--- config.mk ---
export PLATFORM = sky130hd
export DESIGN_NAME = alu_cmd_sequencer
export DESIGN_NICKNAME = d
export VERILOG_FILES = /design/src/rtl/alu_cmd_sequencer.sv
export SDC_FILE = /design/constraint.sdc
export NUM_CORES = 1
export LEC_CHECK = 0
export CORE_MARGIN = 3
export CORE_UTILIZATION = 45
export CTS_CLUSTER_DIAMETER = 40
export DETAILED_ROUTE_END_ITERATION = 8
export GPL_ROUTABILITY_DRIVEN = 0
export PLACE_DENSITY = 0.71
export SYNTH_ARGS = -nofsm -noshare
export SYNTH_HDL_FRONTEND = slang
export SYNTH_SLANG_ARGS = --single-unit
--- constraint.sdc ---
create_clock -name clk -period 9 [get_ports clk]
set_input_delay 0.9 -clock clk [delete_from_list [all_inputs] [get_ports clk]]
set_output_delay 0.9 -clock clk [all_outputs]
set_load 0.01 [all_outputs]
--- src/rtl/alu_cmd_sequencer.sv ---
// Command front end for the combinational ALU: decode, operand fetch, result capture, write-back, response.
// Optional ALU_SEQ_FLAGS_EN adds registered rsp_zero / rsp_hi_nz result flags.
module alu_cmd_sequencer #(
    parameter int DATA_IN_WIDTH  = 32,
    parameter int OP_CODE_WIDTH  = 4,
    parameter int DATA_OUT_WIDTH = 64,
    parameter int NUM_REGS       = 16
) (
    input  logic                      clk,
    input  logic                      rst_n,
    input  logic                      cmd_valid,
    output logic                      cmd_ready,
    input  logic [31:0]               cmd_data,
    output logic [OP_CODE_WIDTH-1:0]  alu_op_code,
    output logic [DATA_IN_WIDTH-1:0]  alu_scalar_a,
    output logic [DATA_IN_WIDTH-1:0]  alu_scalar_b,
    input  logic [DATA_OUT_WIDTH-1:0] alu_result,
    output logic                      rsp_valid,
    input  logic                      rsp_ready,
    output logic [DATA_OUT_WIDTH-1:0] rsp_data,
    output logic [3:0]                rsp_rd,
`ifdef ALU_SEQ_FLAGS_EN
    output logic                      rsp_zero,
    output logic                      rsp_hi_nz,
`endif
    output logic                      busy
);

    typedef enum logic [1:0] {
        IDLE,
        EXEC,
        RESP
    } state_t;

    state_t state, state_nx;

    logic [DATA_IN_WIDTH-1:0] regs [NUM_REGS];
    logic [3:0]               rd_q;

    logic [3:0]  f_op, f_rd, f_rs1, f_rs2;
    logic        f_imm_sel;
    logic [14:0] f_imm;
    logic        accept;

    assign f_op      = cmd_data[31:28];
    assign f_rd      = cmd_data[27:24];
    assign f_rs1     = cmd_data[23:20];
    assign f_rs2     = cmd_data[19:16];
    assign f_imm_sel = cmd_data[15];
    assign f_imm     = cmd_data[14:0];
    assign accept    = cmd_valid && cmd_ready;

    always_ff @(posedge clk) begin
        if (!rst_n) begin
            state <= IDLE;
        end else begin
            state <= state_nx;
        end
    end

    always_comb begin
        state_nx  = state;
        cmd_ready = 1'b0;
        rsp_valid = 1'b0;
        busy      = 1'b1;
        case (state)
            IDLE: begin
                cmd_ready = 1'b1;
                busy      = 1'b0;
                if (cmd_valid) begin
                    state_nx = EXEC;
                end
            end
            EXEC: begin
                state_nx = RESP;
            end
            RESP: begin
                rsp_valid = 1'b1;
                if (rsp_ready) begin
                    state_nx = IDLE;
                end
            end
            default: begin
                state_nx = IDLE;
            end
        endcase
    end

    always_ff @(posedge clk) begin
        if (!rst_n) begin
            for (int unsigned i = 0; i < NUM_REGS; i++) begin
                regs[i] <= '0;
            end
            rd_q         <= '0;
            alu_op_code  <= '0;
            alu_scalar_a <= '0;
            alu_scalar_b <= '0;
            rsp_data     <= '0;
            rsp_rd       <= '0;
        end else begin
            if (accept) begin
                rd_q         <= f_rd;
                alu_op_code  <= OP_CODE_WIDTH'(f_op);
                alu_scalar_a <= (f_rs1 == 4'd0) ? '0 : regs[f_rs1];
                if (f_imm_sel) begin
                    alu_scalar_b <= DATA_IN_WIDTH'(f_imm);
                end else begin
                    alu_scalar_b <= (f_rs2 == 4'd0) ? '0 : regs[f_rs2];
                end
            end
            // Write-back lands before RESP, so the next accepted command always sees it.
            if (state == EXEC) begin
                rsp_data <= alu_result;
                rsp_rd   <= rd_q;
                if (rd_q != 4'd0) begin
                    regs[rd_q] <= alu_result[DATA_IN_WIDTH-1:0];
                end
            end
        end
    end

`ifdef ALU_SEQ_FLAGS_EN
    always_ff @(posedge clk) begin
        if (!rst_n) begin
            rsp_zero  <= 1'b0;
            rsp_hi_nz <= 1'b0;
        end else if (state == EXEC) begin
            rsp_zero  <= (alu_result == '0);
            rsp_hi_nz <= |alu_result[DATA_OUT_WIDTH-1:DATA_IN_WIDTH];
        end
    end
`endif

endmodule

## Yosys cells after proc, flatten, opt, wreduce, memory -nomap -nowiden

Memories as Yosys holds them, arrays and structs flattened.
Cells that the tools add are included.

- ROM bits: 0
- Bits of input ports: 100
- RAM bits: 512
- Memories kept: 1
- Latch bits: 0
- Register bits: 142

- Add/subtract/negate cells: 0
- Eq/ne operators: 4
- $mul: 0
- Reduce and logical (&&, ||, !) cells: 7
- Bitwise operators: 0
- Div/mod/pow operators: 0
- Shift operators: 0
- Magnitude comparators: 0
- Multiplexer cells: 17

Memories:

| memory | depth | bits a word | rd ports | clocked after Yosys merged registers in | wr ports | RTL line | RTL |
|---|---|---|---|---|---|---|---|
| regs | 16 | 32 | 2 | 0 | 16 | 37 | `logic [DATA_IN_WIDTH-1:0] regs [NUM_REGS];` |

Operator list:

| kind | count |
|---|---|
| 2-to-1 mux 32 bit | 4 |
| OR reduction 32 bit | 1 |
| 2-to-1 mux 1 bit | 9 |
| logical NOT 4 bit | 2 |
| one-hot mux 2 bit (3 select lines) | 1 |
| 2-to-1 mux 2 bit | 2 |
| 2-to-1 mux 4 bit | 1 |
| inequality test 2 bit (second input constant) | 2 |
| nonzero test 4 bit | 1 |
| equality test 2 x 1 -> 1 bit (second input constant) | 1 |
| equality test 2 bit (second input constant) | 1 |
| logical NOT 2 bit | 1 |
| AND reduction 2 bit | 1 |
| logical AND 1 bit | 1 |

## Longest topological paths before layout

- Depth in word-level cells: 7
- Gate-level depth with buffers: 7

## Worst setup path before layout

Ideal clock, no wire load.

- Path type: input-to-reg
- From: input rst_n
- To: memory regs[6][0], enable pin
- Arrival: 3.724 ns
- Path buffers: 1
- Cell stages on the path: 4
- Path slack: 4.811 ns
- Path through: nand2b_1 > or3_1 > clkbuf_1 > o21ai_0

RTL lines:

| item | RTL line | RTL |
|---|---|---|
| start: declaration | 10 | `input logic rst_n,` |
| end: declaration | 37 |  |

==> run summary <==
Status - completed
GR Util All Layers - 26.1%
Area grow syn2layout - 22.5%
Vias after detailed routing - 21100
Clk_lat worst skew - 0.66 ns
Mapped Area - 31700 um^2
Starting Density - 45.8%
CTS Buf Count - 102
Setup Crit Path Kind - in2reg
DRT antenna net count - 0
Final slew viol count - 0
TritonCTS clock tree - yes
Chip height - 271 um
Yosys warns - 0
Fin crit share - 43.8%
Final wirelength - 96.5 mm
PwrDens - 219 nW/um^2
Area share of the largest cell type after synthesis - 48.5%
Syn Inst Count - 2210
Reg2reg setup slack - 5.28 ns
HP Start - alu_scalar_b[19]$_SDFFE_PN0P_
Mean post-synth cell area - 14.3 um^2
Worst Hold Endpoint - alu_scalar_b[19]$_SDFFE_PN0P_
First-pass GRT wire length - 142 mm
Antenna violations before repair - 3
Reg2reg start - state[0]$_SDFFE_PN0P_
H-tree depth - 3
Ant. Diodes - 0
Grt ovf - 0
Netlist cell types - 42
Fillers - 5449
Synthesized flop and latch total - 654
Area contributors post-synth - edfxtp_1 (49%), mux4_2 (17%), and2_1 (9.5%)
Wire per inst - 28.1 um
Sink Count - 654
Setup Buffers After CTS - 0
Max frequency - 254 MHz
Post-synth EDFFs - 512
Vias per inst - 6.13
DPL Wire Length - 56.2 mm
Largest net degree at the start of global routing - 86
Reg2reg path depth - 4
Skew final - 0.0276 ns
Final nets - 2518
Top FF cell, synth - edfxtp_1
Hold WS - 0.434 ns
RSZ-0062 raised after global routing - no
Synth area leader - edfxtp_1
Worst-Margin Slew - 1.32 ns
Critical Path Sink Type - flop
Hold depth - 2
DRC viols - 0
Type of the worst min-delay path - reg2reg
Max-cap viol count - 0
Most frequent cell after synthesis - edfxtp_1
IR drop worst, VDD - 0.162 mV
Setup Total Neg Slack - 0 ns
# resized after CTS - 0
Area occupied by multi-input gates - 12900 um^2
Share of layout cells above drive strength 1 - 22.1%
DRT iter0 DRCs - 2453
Hold_buf cts - 0
Worst slew margin - 12.0%
Die X - 271 um
RR Endpoint - regs[3][18]$_SDFFCE_PN0P_
Pre-antenna DRT Iters - 5
Clk root buf - clkbuf_16
CP Launch Type - primary input
Num rows - 96
Final setup vio count - 0
# IOs - 239
Die ar. - 73600 um^2
Crit Path Max Fanout - 35
IO buf count - 238
Data required time of the worst path - 9.25 ns
Async set-reset flop share out of synthesis - 0%
Final Hold Vio Count - 0
Number of global-route vias before repair - 21900
Seq/Total Area, Yosys - 57.5%
Critical Path AT - 4.18 ns
Register area - 18200 um^2
Max clock buf depth - 3
Final Critical Period - 3.94 ns
Synth top cells by count - edfxtp_1 (512), and2_1 (480), nand2_1 (245)
Clock transition at the registers of the reported paths - 0.05 ns
Core ar. - 69200 um^2
P_leak - 14.1 nW
## worst max path at each step
stage | to | cells after the start | slack (ns) | start
final | regs[4][19]$_SDFFCE_PN0P_ | 7 | 5.06 | rst_n
after floorplan | regs[6][0]$_SDFFCE_PN0P_ | 4 | 4.81 | rst_n
after global placement | regs[4][4]$_SDFFCE_PN0P_ | 7 | 4.61 | rst_n
after CTS | regs[4][29]$_SDFFCE_PN0P_ | 7 | 5.14 | rst_n
after global routing | regs[4][29]$_SDFFCE_PN0P_ | 7 | 4.97 | rst_n
after detailed placement | regs[4][2]$_SDFFCE_PN0P_ | 7 | 4.49 | rst_n
## report_power, final
part           total, mW  switching [mW]  internal [mW]  leakage, nW
Combinational      0.711           0.383          0.328         5.79
Clock               4.32            1.53           2.79         1.84
Sequential          3.46          0.0837           3.38         6.43
## flip-flops by register name, summed over array words and instances (netlist names)
register / flops
alu_op_code: 4
alu_scalar_a: 32
alu_scalar_b: 32
rd_q: 4
regs: 512
rsp_data: 64
rsp_rd: 4
state: 2
## layout by cell type, fill, tap and decap left out, drive strengths merged, types with 48 or more instances in the layout
cell type and instances:
edfxtp 512, and2 480, mux4 256, nand2 245
clkdlybuf4s50 230, dfxtp 142, clkbuf 128, a21oi 82
mux2i 57, a22oi 49, buf 48
## through the flow
| stage | total power, mW | std cells | utilization, % | worst slack [ns] | instance area, um^2 |
|---|---|---|---|---|---|
| after floorplan | 3.91 | 2241 | - | 4.81 | 31800 |
| after global placement | 4.20 | 3245 | 50.6 | 4.61 | 35000 |
| after detailed placement | 4.23 | 3245 | 50.6 | 4.49 | 35000 |
| after CTS | 8.52 | 3439 | 56.1 | 5.14 | 38800 |
| after global routing | 8.72 | 3439 | 56.1 | 4.97 | 38800 |
| final | 8.50 | 3439 | 56.1 | 5.06 | 38800 |
## per-layer routing
layer	vias up	routed length [um]	GRT usage (%)
met1	10700	35700	33.9
met4	2	3580	9.84
li1	8713	-	-
met2	1420	45800	42.0
met5	-	13	0
met3	233	11400	7.19
## worst max-delay path, stage by stage
cell and delay [ns]:
buf_2 0.10, buf_4 0.58, nand2b_1 0.16, or3_1 0.62, nor3_4 0.21, buf_4 0.48, nand2b_2 1.09
## logic make-up after synthesis
kind of cell           synth area share (%)
flip-flops                             57.5
buffers and inverters                  2.93
AND/OR/NAND/NOR                        13.8
AO/OA/AOI/OAI                          3.98
other                                0.0118
multiplexers                           21.8
## final cells by class
type | instances | share of cell area, %
flip-flops and latches | 654 | 46.9
multi-input cells | 1379 | 33.3
clock buffers | 128 | 7.47
repair buffers | 278 | 6.87
well taps | 931 | 3.00
clock inverters | 66 | 2.38
inverters | 3 | 0.0354
Note: power is estimated with default switching activity, not from simulation.
==> RTL edit, RTL diff (config.mk and constraints unchanged) <==
Add a define of `ALU_SEQ_FLAGS_EN`.
--- a/src/rtl/alu_cmd_sequencer.sv
+++ b/src/rtl/alu_cmd_sequencer.sv
@@ -2,2 +2,4 @@
 // Optional ALU_SEQ_FLAGS_EN adds registered rsp_zero / rsp_hi_nz result flags.
+`define ALU_SEQ_FLAGS_EN
+
 module alu_cmd_sequencer #(
New outputs: rsp_hi_nz and rsp_zero. Check against the original RTL: not settled (the Yosys comparison gave no result); the edit may change what the design does.
==> RTL edit against the original RTL <==
- critical path depth unchanged
- total power down 8.3%
- clock skew down 12 ps
- wire length down 1.3%
- count of clock-buffer cells in the layout down 14
- register-to-register slack better by 600 ps
- sequential cell count up 2
- design area down 1.8%
- area after synthesis about the same
- worst setup slack better by 250 ps
- combinational power up 2%
- final cell count down 0.64%
- largest power group unchanged
==> RTL edit: results (changes against the original RTL) <==
metric;value;unit;change
outcome;completed;;unchanged
wl_per_cell;27.88;um;was 28.07 um
drive_gt1_frac;0.2125;;was 0.2213
grt_usage;0.2570;;was 0.2609
cts_buffers;95;;was 102
critPathSlowestCell;buf_4;;was nand2b_2
synth_area_per_cell;14.41;um^2;was 14.34 um^2
fillers;5506;;was 5449
synthTopCellsByArea;edfxtp_1 (49%), mux4_2 (18%), and2_1 (9.5%);;was edfxtp_1 (49%), mux4_2 (17%), and2_1 (9.5%)
grt_pass1_vias;21570;;was 21940
grt_pass1_wl;140.6;mm;was 141.9 mm
cpPeakStageDelay;750;ps;was 1090 ps
via_count;20650;;was 21070
post-dp-hpwl;56.01;mm;was 56.24 mm
fin_nets;2504;;was 2518
grt_max_degree;84;;was 86
port-buffer-count;240;;was 238
r2r_cells;5;;was 4
placed_cells;3238;;was 3245
p_leak;13.62;nW;was 14.06 nW
skew;15.87;ps;was 27.55 ps
insertion_delay;640;ps;was 660 ps
ys_top_cells_by_count;edfxtp_1 (512), and2_1 (480), mux4_2 (256), nand2_1 (179), dfxtp_1 (144);;was edfxtp_1 (512), and2_1 (480), nand2_1 (245), mux4_2 (238), dfxtp_1 (142)
r2r-start;state[1]$_SDFFE_PN0P_;;was state[0]$_SDFFE_PN0P_
hp-start;rsp_data[59]$_SDFFE_PN0N_;;was alu_scalar_b[19]$_SDFFE_PN0P_
critPathMaxFanout;49;;was 35
critPathLaunch;cmd_data[18];;was rst_n
antenna_found_initial;5;;was 3
ys_seq_area_frac;0.5763;;was 0.5749
maxSlewHeadroom;0.1476;;was 0.1201
switching_power;1.932;mW;was 2.001 mW
drtIter0Drc;2181;;was 2453
max-vdd-ir-drop;0.1542;mV;was 0.1623 mV
RTL edit: changes by cell type after synthesis, sizes merged, moves of 15 or more:
cell	change
o211ai	-32
o221ai	+32
and3	+15
o21ai	+47
mux2i	+39
a22oi	-17
nand2	-66
RTL edit: power groups by stage:
| stage | sequential (mW) | clock [mW] | combinational, mW |
|---|---|---|---|
| global placement | 3.52 | 0 | 0.710 |
| floorplan | 3.51 | 0 | 0.412 |
| global route | 3.48 | 3.76 | 0.766 |
| detailed placement | 3.53 | 0 | 0.723 |
| finish | 3.47 | 3.59 | 0.725 |
| CTS | 3.47 | 3.62 | 0.726 |
RTL edit: metrics by stage:
| stage | cell area, um^2 | hold slack [ps] | setup slack, ps | utilization | power [mW] |
|---|---|---|---|---|---|
| final | 38150 | 453.3 | 5309 | 0.5513 | 7.788 |
| after global routing | 38140 | 478.0 | 5187 | 0.5513 | 8.003 |
| after CTS | 38140 | 453.0 | 5360 | 0.5513 | 7.814 |
| after detailed placement | 35060 | 445.9 | 4705 | 0.5067 | 4.252 |
| after global placement | 35060 | 442.3 | 4809 | 0.5067 | 4.229 |
| after floorplan | 31800 | 448.7 | 4620 | - | 3.925 |
RTL edit: worst paths after layout:
| path | slack [ps] | end |
|---|---|---|
| worst max-delay path | 5310 | alu_scalar_b[11]$_SDFFE_PN0P_ |
| worst min-delay path | 450 | rsp_data[59]$_SDFFE_PN0N_ |
| worst max register to register | 5880 | regs[8][3]$_SDFFCE_PN0P_ |
| worst min register to register | 450 | rsp_data[59]$_SDFFE_PN0N_ |
RTL edit: area by class of cell:
type / instances / area (um^2) / area share
diodes: 1 / 2.502 / 0.00006560
clock buffers: 114 / 2532 / 0.06639
clock inverters: 64 / 553.0 / 0.01450
inverters: 3 / 13.76 / 0.0003608
multi-input cells: 1369 / 12930 / 0.3390
flip-flops and latches: 656 / 18260 / 0.4786
well taps: 931 / 1165 / 0.03054
repair buffers: 279 / 2689 / 0.07049
RTL edit: cell families (layout without fill, tap and decap cells):
logic type	Yosys count	count (layout)	synth area share
AND/OR/NAND/NOR	751	751	0.1335
buffers and inverters	205	460	0.02792
multiplexers	384	384	0.2237
other	1	33	0.0001184
flip-flops	656	656	0.5763
AO/OA/AOI/OAI	202	202	0.03847
RTL edit: routing by layer:
| layer | vias up | part of all wire | GRT usage | routed length [um] |
|---|---|---|---|---|
| met1 | 10580 | 0.38 | 0.3329 | 36180 |
| met4 | 0 | 0.035 | 0.1003 | 3291 |
| li1 | 8701 | - | - | - |
| met3 | 223 | 0.098 | 0.06116 | 9308 |
| met5 | - | 0 | 0 | 0 |
| met2 | 1147 | 0.49 | 0.4209 | 46480 |
RTL edit: critical path: cells and delay by family:
family | cells | cell delay [ps]
compound gates | 1 | 440
buf+inv | 3 | 1960
simple gates | 3 | 860
